--- config.mk ---
export PLATFORM = sky130hd
export DESIGN_NAME = hazard_forward_unit
export DESIGN_NICKNAME = d
export VERILOG_FILES = /design/src/rtl/hazard_forward_unit.sv
export SDC_FILE = /design/constraint.sdc
export NUM_CORES = 1
export LEC_CHECK = 0
export CORE_ASPECT_RATIO = 0.75
export CORE_MARGIN = 5
export CORE_UTILIZATION = 42
export CTS_CLUSTER_SIZE = 24
export DETAILED_ROUTE_END_ITERATION = 8
export PLACE_DENSITY = 0.75
export RECOVER_POWER = 100
export SYNTH_ARGS = -nofsm -noshare
export SYNTH_HDL_FRONTEND = slang
export SYNTH_SLANG_ARGS = --single-unit
--- constraint.sdc ---
create_clock -name clk -period 1.5 [get_ports clk]
set_input_delay 0.3 -clock clk [delete_from_list [all_inputs] [get_ports clk]]
set_output_delay 0.3 -clock clk [all_outputs]
set_load 0.005 [all_outputs]
--- src/rtl/hazard_forward_unit.sv ---
// hazard_forward_unit: tracks EX/MEM/WB destination registers, drives the
// ALU operand forwarding selects and raises a one-cycle load-use stall.
// Honours branch flush (bubble into EX) and freeze (hold everything).
// Optional feature macro: HAZARD_STATS_EN enables the load-use stall counter;
// without it stall_count is tied to zero.
module hazard_forward_unit #(
  parameter int REG_W = 5,
  parameter int CNT_W = 32
) (
  input  logic             clk,
  input  logic             reset,
  input  logic             id_valid,
  input  logic [REG_W-1:0] id_rs1,
  input  logic [REG_W-1:0] id_rs2,
  input  logic [REG_W-1:0] id_rd,
  input  logic             id_reg_write,
  input  logic             id_mem_read,
  input  logic             flush,
  input  logic             freeze,
  output logic [1:0]       forward_a,
  output logic [1:0]       forward_b,
  output logic             stall,
  output logic [CNT_W-1:0] stall_count
);

  typedef enum logic {
    RUN    = 1'b0,
    BUBBLE = 1'b1
  } state_t;

  typedef struct packed {
    logic             valid;
    logic [REG_W-1:0] rd;
    logic             reg_write;
    logic             mem_read;
  } slot_t;

  slot_t            ex_q;
  slot_t            mem_q;
  slot_t            wb_q;
  logic [REG_W-1:0] ex_rs1;
  logic [REG_W-1:0] ex_rs2;
  state_t           state;
  logic             load_use;

  // MEM beats WB; x0 never forwards.
  function automatic logic [1:0] fwd_sel(input logic [REG_W-1:0] rs,
                                         input slot_t mem_s,
                                         input slot_t wb_s);
    logic [1:0] sel;
    sel = 2'b00;
    if (mem_s.valid && mem_s.reg_write && (mem_s.rd != '0) && (mem_s.rd == rs))
      sel = 2'b10;
    else if (wb_s.valid && wb_s.reg_write && (wb_s.rd != '0) && (wb_s.rd == rs))
      sel = 2'b01;
    return sel;
  endfunction

  // Forwarding selects and load-use stall, all combinational from the slots.
  always_comb begin
    forward_a = fwd_sel(ex_rs1, mem_q, wb_q);
    forward_b = fwd_sel(ex_rs2, mem_q, wb_q);
    load_use  = ex_q.valid && ex_q.mem_read && (ex_q.rd != '0) && id_valid &&
                ((ex_q.rd == id_rs1) || (ex_q.rd == id_rs2));
    // BUBBLE masks the re-presented consumer whose hazard is already resolved.
    stall     = load_use && (state == RUN) && !freeze && !flush;
  end

  // Pipeline slot advance and RUN/BUBBLE state.
  always_ff @(posedge clk) begin
    if (!reset) begin
      ex_q   <= '0;
      mem_q  <= '0;
      wb_q   <= '0;
      ex_rs1 <= '0;
      ex_rs2 <= '0;
      state  <= RUN;
    end else if (!freeze) begin
      wb_q  <= mem_q;
      mem_q <= ex_q;
      if (flush || stall) begin
        ex_q   <= '0;
        ex_rs1 <= '0;
        ex_rs2 <= '0;
      end else begin
        ex_q.valid     <= id_valid;
        ex_q.rd        <= id_rd;
        ex_q.reg_write <= id_reg_write;
        ex_q.mem_read  <= id_mem_read;
        ex_rs1         <= id_rs1;
        ex_rs2         <= id_rs2;
      end
      // stall is already forced low under flush, so flush+hazard stays in RUN.
      case (state)
        RUN:     state <= stall ? BUBBLE : RUN;
        BUBBLE:  state <= RUN;
        default: state <= RUN;
      endcase
    end
  end

`ifdef HAZARD_STATS_EN
  logic [CNT_W-1:0] cnt_q;

  // Count unfrozen load-use stall cycles; wraps naturally.
  always_ff @(posedge clk) begin
    if (!reset)
      cnt_q <= '0;
    else if (stall)
      cnt_q <= cnt_q + CNT_W'(1);
  end

  assign stall_count = cnt_q;
`else
  assign stall_count = '0;
`endif

endmodule

==> summary.txt <==
Clocking
  • CTS Buffer Depth: 2
  • Clock Latency Late Sink: 0.28 ns
  • Root buffer cell: clkbuf_8
  • H-Tree Depth: 2
  • Hold-fix buffers, CTS: 0
  • Clk sinks: 33
  • Cts bufs inserted: 5
  • TritonCTS clock tree: yes
  • CTS clk-pin slew, worst paths: 0.07 ns

Route
  • Metal2 WL: 2730 µm
  • DR WL met3: 389 µm
  • DRC errors left: 0
  • Final WL: 5780 µm
  • WL/cell: 16.6 µm
  • Routed Antenna Nets: 0
  • First-pass detailed-route iteration total: 4
  • Top sig layer: met4
  • Initial DRC Count: 114
  • M1 WL: 2600 µm
  • Routed via count: 1796
  • Via/cell ratio: 5.16

Global route
  • Total Routing Usage GR: 0.178
  • First-pass GRT wire length: 8540 µm
  • Antenna violations before repair: 0
  • Largest net degree at the start of global routing: 37
  • Grt ovf: 0
  • Vias in the first global route: 1656

Outcome
  • Status: finished with violations
  • Violated checks: negative setup slack

Yosys
  • Yosys warns: 0
  • Yosys reg bits: 33
  • Part of the Yosys area used for sequential elements: 0.336
  • Distinct cells, synth: 26
  • Syn Area/Cell: 9.14 µm²
  • Mapped Area: 1970 µm²
  • Mapped Cells: 215

Worst setup path
  • Kind of critical path: reg2out
  • Critical path peak fanout: 2
  • Worst Setup SP: mem_q[5]$_SDFFE_PN0N_
  • CP Capture Type: output pin
  • Critical Path Start Type: flop
  • Worst reg2reg path startpoint: ex_q[3]$_SDFFE_PN0N_
  • Arr. time, crit path: 1.84 ns
  • CP required: 1.20 ns

Floorplan
  • Row cnt: 21
  • Width of the die: 89.0 µm
  • Starting Density: 0.437
  • Die H: 69.2 µm
  • Core Box Area: 4490 µm²
  • Die area: 6160 µm²
  • I/O Pins: 59

Power
  • Clock power share: 0.318
  • Worst ir drop on vdd: 0.418 mV
  • Sw power: 606 µW
  • Pleak: 1.26 nW
  • PwrDens: 757 nW/µm²
  • Sequential share of power: 0.449
  • Combinational share of power: 0.233
  • Int Power: 1.55 mW
  • Net Sw Frac: 0.281

Run
  • Maxcap violations: 0

Layout
  • Layout Cells excl Fill: 348
  • Number of diodes: 0
  • Share of post-route cells with drive strength above 1: 0.347
  • Final nets: 313
  • Layout Area Growth over Synthesis: 44.7%
  • Util after Layout: 0.633

STA
  • Fmax: 467 MHz
  • Final hold vios: 0
  • RSZ-0062 raised after global routing: true
  • Fin crit share: 1.43
  • Hold slack: 0.455 ns
  • Final setup vio count: 24
  • Slew headroom: 0.622
  • Worst Skew: 0.00518 ns
  • Slew @ Worst Pin: 0.566 ns
  • Max-slew violations: 0
  • Final Worst Setup Slack: -0.639 ns
  • Shortest period the worst path allows: 2.14 ns

Placed design
  • Placed cell count: 330
  • Buffers on Ports: 26
  • Post-DP HPWL: 3730 µm
  • GP Congestion: 0.853

Min path
  • Hold WC Path Type: in2reg
  • Min-delay src: id_rs1[0]
[repair_timing]
action | 4_1_cts | 5_1_grt
endpoints found under the setup margin | 24 | 24
cloned | 2 | 1
pin swaps | 8 | 19
buffers inserted | 3 | 5
gates resized for setup | 51 | 30
[power groups by stage]
stage | clock network [mW] | registers (mW) | logic (mW)
3_3_place_gp | 0 | 0.986 | 0.407
4_1_cts | 0.693 | 0.966 | 0.465
2_1_floorplan | 0 | 0.988 | 0.258
5_1_grt | 0.735 | 0.972 | 0.538
3_5_place_dp | 0 | 0.987 | 0.415
6_report | 0.685 | 0.967 | 0.500
[final timing paths]
| path | endpoint | slack (ns) | cells past startpoint |
|---|---|---|---|
| hold reg to reg | ex_q[0]$_SDFFE_PN0N_ | 0.50 | 2 |
| setup reg to reg | ex_rs2[1]$_SDFFE_PN0N_ | -0.32 | 8 |
| hold / removal | ex_rs1[0]$_SDFFE_PN0N_ | 0.46 | 3 |
| setup / recovery | forward_b[0] | -0.64 | 6 |
[state kept, by name, summed over array words and instances (netlist names)]
| signal | flops |
|---|---|
| ex_rs1 | 5 |
| ex_q | 8 |
| mem_q | 7 |
| ex_rs2 | 5 |
| wb_q | 7 |
| state | 1 |
[cell families after synthesis]
logic type / count (synthesis) / share of synthesized area
other: 1 / 0.00191
buffers and inverters: 44 / 0.152
AND/OR/NAND/NOR: 52 / 0.155
multiplexers: 14 / 0.0713
AO/OA/AOI/OAI: 41 / 0.150
flip-flops: 33 / 0.336
XOR/XNOR: 30 / 0.134
[worst max-delay path: stages, from the launching register on]
cell	delay (ns)
dfxtp_2	0.32
or4_4	0.54
o211ai_4	0.20
buf_6	0.13
nor4_4	0.04
nor4_4	0.16
buf_2	0.16
[per-layer routing]
layer	up-vias	track usage
li1	849	-
met4	0	0.0612
met1	877	0.252
met3	6	0.0499
met5	-	0
met2	64	0.258
[cell type report]
cell class	instances	area, µm²
Timing Repair Buffer	82	733
Clock buffer	7	86.3
Fill cell	353	1650
Multi-Input combinational cell	169	1270
Tap cell	57	71.3
Sequential cell	33	683
[placed cells by master, fill, tap and decap left out, types with 4 or more instances in the layout]
master	netlist	layout
buf_4	33	43
conb_1	1	32
dfxtp_1	33	21
nand2_1	20	20
o21ai_1	0	18
a32oi_1	18	15
clkdlybuf4s50_1	0	15
xor2_1	14	14
mux2i_1	14	14
nor2b_1	14	14
xnor2_1	16	12
dfxtp_2	0	9
buf_6	1	8
clkbuf_8	0	6
xnor2_2	0	4
dlygate4sd2_1	0	4
[per-stage QoR]
step | worst slack [ns] | area (µm²) | setup TNS [ns] | power (mW)
final | -0.639 | 2840 | -8.07 | 2.15
after global routing | -0.678 | 2840 | -9.63 | 2.25
after CTS | -0.769 | 2700 | -4.83 | 2.12
after detailed placement | -0.826 | 2500 | -9.59 | 1.40
after global placement | -0.819 | 2500 | -9.20 | 1.39
after floorplan | -0.0793 | 2100 | -0.216 | 1.25
[cells in the mapped netlist, drive strengths merged]
cell | n | area (µm²)
o21ai | 18 | 90.1
xnor2 | 16 | 140
mux2i | 14 | 140
o211ai | 3 | 32.5
nand3 | 4 | 20.0
nor2b | 14 | 87.6
and2 | 1 | 6.26
and4bb | 1 | 12.5
a22o | 1 | 8.76
or4 | 5 | 37.5
dfxtp | 33 | 661
clkbuf | 7 | 26.3
nand2 | 20 | 75.1
a32oi | 18 | 158
xor2 | 14 | 123
nor4 | 4 | 37.5
conb | 1 | 3.75
buf | 37 | 273
o22ai | 1 | 6.26
nor3b | 3 | 27.5
No activity file was read; power rests on OpenSTA's default activity.
